File: config.mk
export PLATFORM = sky130hd
export DESIGN_NAME = tri_sched_flat
export DESIGN_NICKNAME = d
export VERILOG_FILES = /design/src/rtl/tri_sched_if.sv /design/src/rtl/tri_sched.sv /design/src/flat_wrapper.sv
export SDC_FILE = /design/constraint.sdc
export NUM_CORES = 1
export LEC_CHECK = 0
export CAP_MARGIN = 20
export CORE_ASPECT_RATIO = 0.9
export CORE_MARGIN = 10
export CORE_UTILIZATION = 40
export CTS_BUF_LIST = sky130_fd_sc_hd__clkbuf_8
export CTS_CLUSTER_DIAMETER = 60
export DETAILED_ROUTE_END_ITERATION = 8
export GPL_TIMING_DRIVEN = 0
export MAX_ROUTING_LAYER = met4
export PLACE_DENSITY = 0.81
export SLEW_MARGIN = 5
export SYNTH_ARGS = -nofsm -noshare
export SYNTH_HDL_FRONTEND = slang
export SYNTH_SLANG_ARGS = --single-unit
File: constraint.sdc
create_clock -name clk -period 3.6 [get_ports clk]
set_input_delay 0.54 -clock clk [delete_from_list [all_inputs] [get_ports clk]]
set_output_delay 0.54 -clock clk [all_outputs]
set_load 0.05 [all_outputs]
File: src/rtl/tri_sched_if.sv
`default_nettype none
// +--------------------------------------------------------------------------+
// | tri_sched_if : request, TRIANGLE and response signal bundle for tri_sched |
// | Revision 1.0                                                              |
// +--------------------------------------------------------------------------+
interface tri_sched_if;
  logic [1:0]  rq_valid;
  logic [1:0]  rq_ready;
  logic [29:0] rq0_coord;
  logic [29:0] rq1_coord;
  logic        tri_in_valid;
  logic [4:0]  tri_coord_x;
  logic [4:0]  tri_coord_y;
  logic        tri_out_valid;
  logic [12:0] tri_out_length;
  logic [12:0] tri_out_incenter;
  logic        rsp_valid;
  logic        rsp_ready;
  logic        rsp_id;
  logic        rsp_err;
  logic [38:0] rsp_length;
  logic [38:0] rsp_incenter;

  // master: the scheduler; slave: requesters, TRIANGLE engine and consumer
  modport master (
    input  rq_valid, rq0_coord, rq1_coord,
    input  tri_out_valid, tri_out_length, tri_out_incenter,
    input  rsp_ready,
    output rq_ready, tri_in_valid, tri_coord_x, tri_coord_y,
    output rsp_valid, rsp_id, rsp_err, rsp_length, rsp_incenter
  );

  modport slave (
    output rq_valid, rq0_coord, rq1_coord,
    output tri_out_valid, tri_out_length, tri_out_incenter,
    output rsp_ready,
    input  rq_ready, tri_in_valid, tri_coord_x, tri_coord_y,
    input  rsp_valid, rsp_id, rsp_err, rsp_length, rsp_incenter
  );
endinterface
`default_nettype wire

File: src/rtl/tri_sched.sv
`default_nettype none
// +--------------------------------------------------------------------------+
// | tri_sched : round-robin two-requester job scheduler for a TRIANGLE core   |
// | Revision 1.0                                                              |
// +--------------------------------------------------------------------------+
module tri_sched #(
  parameter int TIMEOUT = 1023
) (
  input wire          clk,
  input wire          rst_n,
  tri_sched_if.master bus
);

  localparam int            TW       = $clog2(TIMEOUT + 1);
  localparam logic [TW-1:0] TMO_LAST = TW'(TIMEOUT - 1);

  typedef enum logic [2:0] {
    S_IDLE    = 3'd0,
    S_FEED    = 3'd1,
    S_WAIT    = 3'd2,
    S_COLLECT = 3'd3,
    S_RESP    = 3'd4
  } state_t;

  state_t        state_q, state_d;
  logic          rr_q, rr_d;
  logic          id_q, id_d;
  logic          err_q, err_d;
  logic          tri_in_valid_q, tri_in_valid_d;
  logic          rsp_valid_q, rsp_valid_d;
  logic [29:0]   coord_q, coord_d;
  logic [1:0]    feed_cnt_q, feed_cnt_d;
  logic [1:0]    beat_cnt_q, beat_cnt_d;
  logic [TW-1:0] tmo_q, tmo_d;
  logic [4:0]    cx_q, cx_d;
  logic [4:0]    cy_q, cy_d;
  logic [38:0]   len_q, len_d;
  logic [38:0]   inc_q, inc_d;

  logic [1:0]    grant;
  logic          win_id;
  logic [29:0]   win_coord;

  // rr_q names the requester that wins when both are valid
  always_comb begin
    grant = 2'b00;
    if (state_q == S_IDLE && rst_n) begin
      unique case (bus.rq_valid)
        2'b01:   grant = 2'b01;
        2'b10:   grant = 2'b10;
        2'b11:   grant = rr_q ? 2'b10 : 2'b01;
        default: grant = 2'b00;
      endcase
    end
  end

  assign win_id    = grant[1];
  assign win_coord = win_id ? bus.rq1_coord : bus.rq0_coord;

  always_comb begin
    state_d        = state_q;
    rr_d           = rr_q;
    id_d           = id_q;
    err_d          = err_q;
    tri_in_valid_d = tri_in_valid_q;
    rsp_valid_d    = rsp_valid_q;
    coord_d        = coord_q;
    feed_cnt_d     = feed_cnt_q;
    beat_cnt_d     = beat_cnt_q;
    tmo_d          = tmo_q;
    cx_d           = cx_q;
    cy_d           = cy_q;
    len_d          = len_q;
    inc_d          = inc_q;

    unique case (state_q)
      S_IDLE: begin
        if (|grant) begin
          state_d        = S_FEED;
          rr_d           = ~win_id;
          id_d           = win_id;
          err_d          = 1'b0;
          coord_d        = win_coord;
          feed_cnt_d     = 2'd1;
          beat_cnt_d     = 2'd0;
          len_d          = '0;
          inc_d          = '0;
          tri_in_valid_d = 1'b1;
          cx_d           = win_coord[29:25];
          cy_d           = win_coord[24:20];
        end
      end

      // feed_cnt_q is the vertex presented in the next cycle
      S_FEED: begin
        unique case (feed_cnt_q)
          2'd1: begin
            cx_d       = coord_q[19:15];
            cy_d       = coord_q[14:10];
            feed_cnt_d = 2'd2;
          end
          2'd2: begin
            cx_d       = coord_q[9:5];
            cy_d       = coord_q[4:0];
            feed_cnt_d = 2'd3;
          end
          default: begin
            cx_d           = 5'd0;
            cy_d           = 5'd0;
            tri_in_valid_d = 1'b0;
            feed_cnt_d     = 2'd0;
            tmo_d          = '0;
            state_d        = S_WAIT;
          end
        endcase
      end

      S_WAIT, S_COLLECT: begin
        tmo_d = tmo_q + 1'b1;
        if (bus.tri_out_valid) begin
          state_d    = S_COLLECT;
          beat_cnt_d = beat_cnt_q + 2'd1;
          unique case (beat_cnt_q)
            2'd0: begin
              len_d[38:26] = bus.tri_out_length;
              inc_d[38:26] = bus.tri_out_incenter;
            end
            2'd1: begin
              len_d[25:13] = bus.tri_out_length;
              inc_d[25:13] = bus.tri_out_incenter;
            end
            default: begin
              len_d[12:0] = bus.tri_out_length;
              inc_d[12:0] = bus.tri_out_incenter;
            end
          endcase
        end
        // a final beat arriving on the timeout cycle still completes cleanly
        if (bus.tri_out_valid && beat_cnt_q == 2'd2) begin
          state_d     = S_RESP;
          rsp_valid_d = 1'b1;
        end else if (tmo_q == TMO_LAST) begin
          state_d     = S_RESP;
          rsp_valid_d = 1'b1;
          err_d       = 1'b1;
        end
      end

      S_RESP: begin
        if (bus.rsp_ready) begin
          state_d     = S_IDLE;
          rsp_valid_d = 1'b0;
        end
      end

      default: state_d = S_IDLE;
    endcase
  end

  always_ff @(posedge clk or negedge rst_n) begin
    if (!rst_n) begin
      state_q        <= S_IDLE;
      rr_q           <= 1'b0;
      id_q           <= 1'b0;
      err_q          <= 1'b0;
      tri_in_valid_q <= 1'b0;
      rsp_valid_q    <= 1'b0;
      coord_q        <= '0;
      feed_cnt_q     <= '0;
      beat_cnt_q     <= '0;
      tmo_q          <= '0;
      cx_q           <= '0;
      cy_q           <= '0;
      len_q          <= '0;
      inc_q          <= '0;
    end else begin
      state_q        <= state_d;
      rr_q           <= rr_d;
      id_q           <= id_d;
      err_q          <= err_d;
      tri_in_valid_q <= tri_in_valid_d;
      rsp_valid_q    <= rsp_valid_d;
      coord_q        <= coord_d;
      feed_cnt_q     <= feed_cnt_d;
      beat_cnt_q     <= beat_cnt_d;
      tmo_q          <= tmo_d;
      cx_q           <= cx_d;
      cy_q           <= cy_d;
      len_q          <= len_d;
      inc_q          <= inc_d;
    end
  end

  assign bus.rq_ready     = grant;
  assign bus.tri_in_valid = tri_in_valid_q;
  assign bus.tri_coord_x  = cx_q;
  assign bus.tri_coord_y  = cy_q;
  assign bus.rsp_valid    = rsp_valid_q;
  assign bus.rsp_id       = id_q;
  assign bus.rsp_err      = err_q;
  assign bus.rsp_length   = len_q;
  assign bus.rsp_incenter = inc_q;

endmodule
`default_nettype wire

File: src/flat_wrapper.sv
// flat-port wrapper written by rule: the top's interface ports become plain ports
module tri_sched_flat 
#(
  parameter int TIMEOUT = 1023
)
  (clk, rst_n, bus_rq_valid, bus_rq0_coord, bus_rq1_coord, bus_tri_out_valid, bus_tri_out_length, bus_tri_out_incenter, bus_rsp_ready, bus_rq_ready, bus_tri_in_valid, bus_tri_coord_x, bus_tri_coord_y, bus_rsp_valid, bus_rsp_id, bus_rsp_err, bus_rsp_length, bus_rsp_incenter);
  tri_sched_if bus_i ();
  input wire clk;
  input wire rst_n;
  input wire logic [$bits(bus_i.rq_valid)-1:0] bus_rq_valid;
  input wire logic [$bits(bus_i.rq0_coord)-1:0] bus_rq0_coord;
  input wire logic [$bits(bus_i.rq1_coord)-1:0] bus_rq1_coord;
  input wire logic [$bits(bus_i.tri_out_valid)-1:0] bus_tri_out_valid;
  input wire logic [$bits(bus_i.tri_out_length)-1:0] bus_tri_out_length;
  input wire logic [$bits(bus_i.tri_out_incenter)-1:0] bus_tri_out_incenter;
  input wire logic [$bits(bus_i.rsp_ready)-1:0] bus_rsp_ready;
  output wire logic [$bits(bus_i.rq_ready)-1:0] bus_rq_ready;
  output wire logic [$bits(bus_i.tri_in_valid)-1:0] bus_tri_in_valid;
  output wire logic [$bits(bus_i.tri_coord_x)-1:0] bus_tri_coord_x;
  output wire logic [$bits(bus_i.tri_coord_y)-1:0] bus_tri_coord_y;
  output wire logic [$bits(bus_i.rsp_valid)-1:0] bus_rsp_valid;
  output wire logic [$bits(bus_i.rsp_id)-1:0] bus_rsp_id;
  output wire logic [$bits(bus_i.rsp_err)-1:0] bus_rsp_err;
  output wire logic [$bits(bus_i.rsp_length)-1:0] bus_rsp_length;
  output wire logic [$bits(bus_i.rsp_incenter)-1:0] bus_rsp_incenter;
  assign bus_i.rq_valid = bus_rq_valid;
  assign bus_i.rq0_coord = bus_rq0_coord;
  assign bus_i.rq1_coord = bus_rq1_coord;
  assign bus_i.tri_out_valid = bus_tri_out_valid;
  assign bus_i.tri_out_length = bus_tri_out_length;
  assign bus_i.tri_out_incenter = bus_tri_out_incenter;
  assign bus_i.rsp_ready = bus_rsp_ready;
  assign bus_rq_ready = bus_i.rq_ready;
  assign bus_tri_in_valid = bus_i.tri_in_valid;
  assign bus_tri_coord_x = bus_i.tri_coord_x;
  assign bus_tri_coord_y = bus_i.tri_coord_y;
  assign bus_rsp_valid = bus_i.rsp_valid;
  assign bus_rsp_id = bus_i.rsp_id;
  assign bus_rsp_err = bus_i.rsp_err;
  assign bus_rsp_length = bus_i.rsp_length;
  assign bus_rsp_incenter = bus_i.rsp_incenter;
  tri_sched #(.TIMEOUT(TIMEOUT)) u_core (.clk(clk), .rst_n(rst_n), .bus(bus_i));
endmodule
; Word-level counts from Yosys, hierarchy flattened
; Cells that the tools add are included.
[word_totals]
register_bits = 130
output_inout_bits = 94
word_cells = 113
[classes]
add_sub_neg = 2
eq_ne = 23
n_mux = 46
bitwise = 1
n_reduce_logical = 23
[ops]
columns = op, count
row1 = $pmux 39 s2, 2
row2 = $mux 39, 3
row3 = $mux 13, 6
row4 = $pmux 5 s2, 4
row5 = $mux 30, 1
row6 = $pmux 10 s2, 1
row7 = $reduce_and 4->1, 5
row8 = $mux 3, 6
row9 = $ne 2x2->1 const B, 8
row10 = $pmux 2 s2, 3
row11 = $pmux 3 s4, 1
row12 = $add 10x1->10 const B, 1
row13 = $eq 10x10->1 const B, 1
row14 = $mux 10, 1
row15 = $mux 2, 5
row16 = $mux 5, 2
row17 = $reduce_and 3->1, 3
row18 = $eq 2x2->1 const B, 4
row19 = $reduce_bool 2->1, 4
row20 = $reduce_or 2->1, 4
row21 = $mux 1, 7
row22 = $eq 2x1->1 const B, 3
row23 = $eq 3x2->1 const B, 2
row24 = $pmux 1 s2, 3
row25 = other kinds (12), 15

; Depth between registers and ports, before layout
; Gate-level depths: netlist (run 1).
[depth]
ltp_word = 6
mapped_depth = 7

; Least setup slack after synthesis (run 1)
; OpenSTA, ideal clock, no wires.
[synth_timing]
path_kind = in2out
startpoint = input rst_n
endpoint = output bus_rq_ready[1]
arrival_time_ns = 1.327
setup_slack_ns = 1.733
stages = 4
path_buffers = 2
cell_sequence = nor4b_2 and3_1 buf_4 buf_4
[synth_via]
elab_chain_len = 2
[synth_rtl]
columns = element, line_no
row1 = start: declaration, flat_wrapper.sv:9  ; input wire rst_n;
row2 = $logic_and 1x1->1, tri_sched.sv:47  ; if (state_q == S_IDLE && rst_n) begin
row3 = $mux 2, tri_sched.sv:47
row4 = end: declaration, flat_wrapper.sv:17  ; output wire logic [$bits(bus_i.rq_ready)-1:0] bus_rq_ready;
; Every way passes these cells.

; Final worst setup path (run 1)
[layout_timing]
startpoint = input rst_n
endpoint = output bus_rq_ready[0]
; Same word-level chain as after synthesis.

==> reports/metrics.cfg, run 1 <==
[run_status]
outcome=completed

[placed_design]
dpl_cell_area_um2=7750
routabilityCongestion=0.823
dp_hpwl_um=13500
io_buffers=185

[floorplanning]
die_area_um2=19200
io_pins=186
initial_utilization=0.405
rows=41
dieWidth_um=145
die_h_um=133
core_area_um2=13900

[yosys]
ys_seq_area_frac=0.578
ys.flop_type=dfrtp_1
synth_area_um2=5630
syn_nets=572
synth_edf_count=0
synthTopCellsByCount=dfrtp_1, o2bb2ai_1, nand2_1
yosysTopAreaCellShare=0.578
synth_area_per_cell_um2=11.9
netlist_instances=473
yosysMostFrequentCell=dfrtp_1
ys_types=40
synth-async-reset-ratio=1.00
yosysTopAreaCell=dfrtp_1
yosysWarningCount=0
yosys-top-cells-area=dfrtp_1, o2bb2ai_1, o2bb2ai_2
synth-seq-cells=130

[drt]
drc_errors=0
viasPerCell=5.40
wl_per_cell_um=20.3
firstDrtPassIters=8
drt_wl_total_um=17900
ant_nets=0
drt_iter0_markers=307
vias=4773

[cts]
cts_tree=built
root_buffer=clkbuf_8
insertion_delay_ns=0.44
cts-buffers-inserted=17
cts_max_level=4
cts_sinks=130
ctsResizeCount=0
clkSlewWorstSetupHoldPaths_ns=0.07
cts_buffer_depth=2
hold_buffers=0
post_cts_buffers=0

[worst_setup_path]
cp.arrival_ns=2.84
crit_fanout=60
cp-start-kind=input port
path_class=in2out
worstSetupEndpointType=output port
cp.required_ns=3.06

[grt]
antenna_found_initial=0
grt_overflow=0
grt_pass1_vias=5300
grt_first_pass_wirelength_um=28700
grt_start_max_net_pins=75
track_usage=0.190

[power]
netSwitchingPower_uw=3740
p_sw_frac=0.468
seqPwrFrac=0.304
power.leakage_uw=0.00350
power_density_nw_per_um2=980
p_int_uw=4260
pwr-share-comb=0.535
clockPowerShare=0.161
irDropWorstVdd_mv=0.605

[timing]
setup_viol=0
slew_headroom=0.496
max_freq_ghz=0.296
finalSetupTns_ns=0
finalCriticalPeriod_ns=3.38
final_hold_viol_count=0
fin_crit_sh=0.940
rsz0062_at_grt=false
fin_skew_ns=0.00943
tightest_slew_ns=0.751
finalMaxSlewViolations=0

[layout]
stdcell_area_um2=8170
layout-drive-gt1-share=0.109
diodes=0
fin_nets=777
syn_to_final_growth_pct=45.1

[flow_run]
drv_cap=0

[hold_path]
hp-class=in2async

## power groups by stage
stage          clock network [uW]  logic [uW]  registers (uW)
3_3_place_gp                    0        4180            2420
3_5_place_dp                    0        4280            2440
5_1_grt                      1380        4520            2500
4_1_cts                      1320        4310            2430
6_report                     1290        4280            2430
2_1_floorplan                   0        1350            3830
## layout by cell type, fill, tap and decap left out, types with 3 or more instances in the layout
cell type          n
ha_1               7
mux2i_1           11
clkbuf_8          20
dfrtp_1          130
nor3_1             4
o2bb2ai_1         58
xnor2_1            5
nand2b_1           4
clkdlybuf4s50_1  184
buf_4              3
or3_1              3
buf_6              6
clkinv_2           3
clkbuf_1          13
a21oi_1           15
a22oi_1           11
buf_2             13
nand2_1           47
a21o_1             5
a222oi_1          19
nand3_1            9
nor2_1            21
o2bb2ai_2         20
o21ai_1           11
inv_1             29
bufinv_16          3
o21ai_0           11
## final timing paths
| check | start | to | slack [ns] | cells after the start |
|---|---|---|---|---|
| worst max-delay path | rst_n | bus_rq_ready[0] | 0.22 | 5 |
| worst min-delay path | rst_n | u_core.bus.rsp_length[22] | 0.06 | 1 |
| worst max register to register | u_core.state_q[0] | u_core.coord_q[15] | 1.60 | 6 |
| worst min register to register | u_core.bus.rsp_id | u_core.bus.rsp_id | 0.49 | 1 |
| max in group asynchronous | rst_n | u_core.beat_cnt_q[0] | 2.80 | 2 |
| min in group clk | u_core.bus.rsp_id | u_core.bus.rsp_id | 0.49 | 1 |
## through the flow
step / setup WS (ns) / instances / hold slack (ns) / util / power [uW]
6_report: 0.217 / 884 / 0.0621 / 0.587 / 8000
5_1_grt: 0.0352 / 884 / 0.0794 / 0.587 / 8400
4_1_cts: 0.229 / 884 / 0.0650 / 0.587 / 8050
3_5_place_dp: 0.257 / 852 / 0.469 / 0.557 / 6730
3_3_place_gp: -4.25 / 851 / 0.463 / 0.555 / 6610
2_1_floorplan: 1.73 / 473 / 0.244 / - / 5180
## area by class of cell
class / count / area (um2)
repair buffers: 186 / 1880
flip-flops and latches: 130 / 3250
clock buffers: 20 / 275
plain buffers: 35 / 208
fillers: 1141 / 5740
well taps: 193 / 241
multi-input cells: 282 / 2070
inverters: 26 / 97.6
clock inverters: 12 / 140
## state kept, by name (all words and copies together), names as in the netlist, 3 cells and up
name	cells
u_core.state_q	3
u_core.bus.rsp_incenter	39
u_core.coord_q	20
u_core.tmo_q	10
u_core.bus.tri_coord_y	5
u_core.bus.rsp_length	39
u_core.bus.tri_coord_x	5
## per-layer routing
metal / global-route usage / vias up / part of all wire
met5: - / - / 0
met4: 0.0697 / 0 / 0.024
met3: 0.0450 / 33 / 0.052
met2: 0.310 / 189 / 0.50
met1: 0.226 / 2382 / 0.42
li1: - / 2169 / -
## worst max-delay path, cell delays in order
cell and delay, ns:
buf_6 0.42, nor4b_2 0.43, and3_1 0.28, buf_2 0.27
clkdlybuf4s50_1 0.86
## cells by family (layout without fill, tap and decap cells)
family          after synthesis  after routing  share of synthesized area
compound gates              155            155                      0.239
flops                       130            130                      0.578
simple gates                103            103                     0.0845
buf+inv                      61            279                     0.0542
mux                          11             11                     0.0196
fa+ha+maj                     7              7                     0.0156
xor+xnor                      6              6                    0.00934
Power figures use the tool's default switching activity.
==> run 2: changes to the inputs <==
--- a/config.mk
+++ b/config.mk
@@ -13,7 +13,6 @@
 export CTS_CLUSTER_DIAMETER = 60
 export DETAILED_ROUTE_END_ITERATION = 8
 export GPL_TIMING_DRIVEN = 0
-export MAX_ROUTING_LAYER = met4
 export PLACE_DENSITY = 0.81
 export SLEW_MARGIN = 5
 export SYNTH_ARGS = -nofsm -noshare
==> constraint.sdc (replaced) <==
create_clock -name clk -period 3.6 [get_ports clk]
set_input_delay 0.54 -clock clk [delete_from_list [all_inputs] [get_ports clk]]
set_output_delay 0.54 -clock clk [all_outputs]
set_load 0.1 [all_outputs]
==> reports/metrics.cfg, run 2 (synthesized netlist as in run 1, its figures left out) <==
[drt]
drt-met1-wl_um=7490  ; -1.1%
wl_per_cell_um=20.3  ; about the same
top_layer=met4
drt_wl_total_um=17900  ; about the same
drt_iter0_markers=333  ; +8.5%
firstDrtPassIters=5  ; -3
viasPerCell=5.38  ; -0.31%
vias=4758  ; -0.31%
ant_nets=0  ; unchanged
wl_met3_um=1060  ; +14%
drc_errors=0  ; unchanged
met2_length_um=9010  ; +0.19%

[timing]
finalCriticalPeriod_ns=3.41  ; +0.0286 ns
tightest_slew_ns=1.06  ; +0.310 ns
rsz0062_at_grt=false
max_freq_ghz=0.293  ; -0.84%
fin_skew_ns=0.0105  ; +0.00105 ns
finalMaxSlewViolations=0  ; unchanged
setup_viol=0  ; unchanged
slew_headroom=0.291  ; -0.205
final_hold_viol_count=0  ; unchanged
fin_crit_sh=0.948  ; +0.00794

[worst_setup_path]
cp.required_ns=3.06  ; about the same
path_class=in2out
cp_slowest_stage_delay_ns=0.90  ; +0.04 ns
cp-start-kind=input port
cp_num_buf_inv=3  ; unchanged
crit_family=buffers and inverters
worstSetupEndpointType=output port
cp.arrival_ns=2.87  ; +0.03 ns
slowest_stage=dlygate4sd2_1
path_cells=buf_6, nor4b_2, and3_1, buf_2, dlygate4sd2_1
crit_fanout=60  ; unchanged

[cts]
root_buffer=clkbuf_8
insertion_delay_ns=0.44  ; about the same
cts_tree=built
cts_sinks=130  ; unchanged
cts_buffer_depth=2  ; unchanged
clkSlewWorstSetupHoldPaths_ns=0.07  ; about the same
cts_max_level=4  ; unchanged
cts-buffers-inserted=17  ; unchanged
post_cts_buffers=0  ; unchanged

[floorplanning]
core_area_um2=13900  ; unchanged
die_h_um=133  ; unchanged
die_area_um2=19200  ; unchanged
io_pins=186  ; unchanged
dieWidth_um=145  ; unchanged
rows=41  ; unchanged
initial_utilization=0.405  ; unchanged

[grt]
track_usage=0.185  ; -0.00535
grt_first_pass_wirelength_um=28800  ; +0.24%
grt_pass1_vias=5296  ; -0.075%
antenna_found_initial=0  ; unchanged
grt_overflow=0  ; unchanged
grt_start_max_net_pins=75  ; unchanged

[layout]
layout-drive-gt1-share=0.109  ; unchanged
stdcell_area_um2=8160  ; about the same
fin_nets=777  ; unchanged
mostFrequentLayoutCells=clkdlybuf4s50_1, dfrtp_1, o2bb2ai_1, nand2_1, inv_1
final_common_cell=clkdlybuf4s50_1
syn_to_final_growth_pct=45.0  ; about the same
diodes=0  ; unchanged

[placed_design]
routabilityCongestion=0.811  ; -1.5%
dp_hpwl_um=13500  ; unchanged
dpl_cell_area_um2=7750  ; unchanged
io_buffers=185  ; unchanged

[hold_path]
hp-class=in2async

[flow_run]
drv_cap=0  ; unchanged

[run_status]
outcome=completed

-- run 2: stage by stage --
stage	hold slack, ns	utilization	setup TNS, ns	setup WS [ns]	cells
after floorplan	0.244	-	0	1.57	473
after global placement	0.463	0.555	-728.70	-4.58	851
after detailed placement	0.469	0.557	-0.141	-0.0747	852
after CTS	0.0650	0.587	0	0.186	884
after global routing	0.0812	0.587	0	0.00611	884
final	0.0625	0.587	0	0.188	884
-- run 2: cell type report --
cell class / instances / area (um2)
clock buffer: 20 / 275
fill: 1140 / 5740
buffer: 35 / 208
timing repair buffer: 186 / 1880
tap: 193 / 241
clock inverter: 12 / 140
multi-input combinational: 282 / 2070
inverter: 26 / 97.6
sequential: 130 / 3250
-- run 2: final timing paths --
check                           slack (ns)              start  cells past startpoint                         to
worst max-delay path                  0.19              rst_n                      5            bus_rq_ready[0]
worst min-delay path                  0.06              rst_n                      1  u_core.bus.rsp_length[22]
worst max register to register        1.60  u_core.state_q[0]                      6         u_core.coord_q[15]
worst min register to register        0.49  u_core.bus.rsp_id                      1          u_core.bus.rsp_id
max in group asynchronous             2.80              rst_n                      2       u_core.beat_cnt_q[0]
min in group clk                      0.49  u_core.bus.rsp_id                      1          u_core.bus.rsp_id
-- run 2: what timing repair did --
| item | CTS | global route |
|---|---|---|
| hold buffers | 0 | 0 |
| endpoints found under the setup margin | 2 | 0 |
| gates resized for setup | 2 | 0 |
-- run 2: worst reg2reg max path, cell delays in order, from the launching register on --
cell and delay, ns:
dfrtp_1 0.36, buf_2 0.17, nor4b_2 0.36, nand2_1 0.24, clkbuf_1 0.32, a222oi_1 0.35, inv_1 0.09
-- run 2: layer usage --
layer | global-route usage | up-vias
met5 | 0 | -
met4 | 0.0697 | 0
met3 | 0.0535 | 25
met2 | 0.310 | 190
met1 | 0.220 | 2379
li1 | - | 2164
Power of run 2 is not shown: default switching activity piles up to over one toggle a cycle in this logic, so the estimate is an artifact.
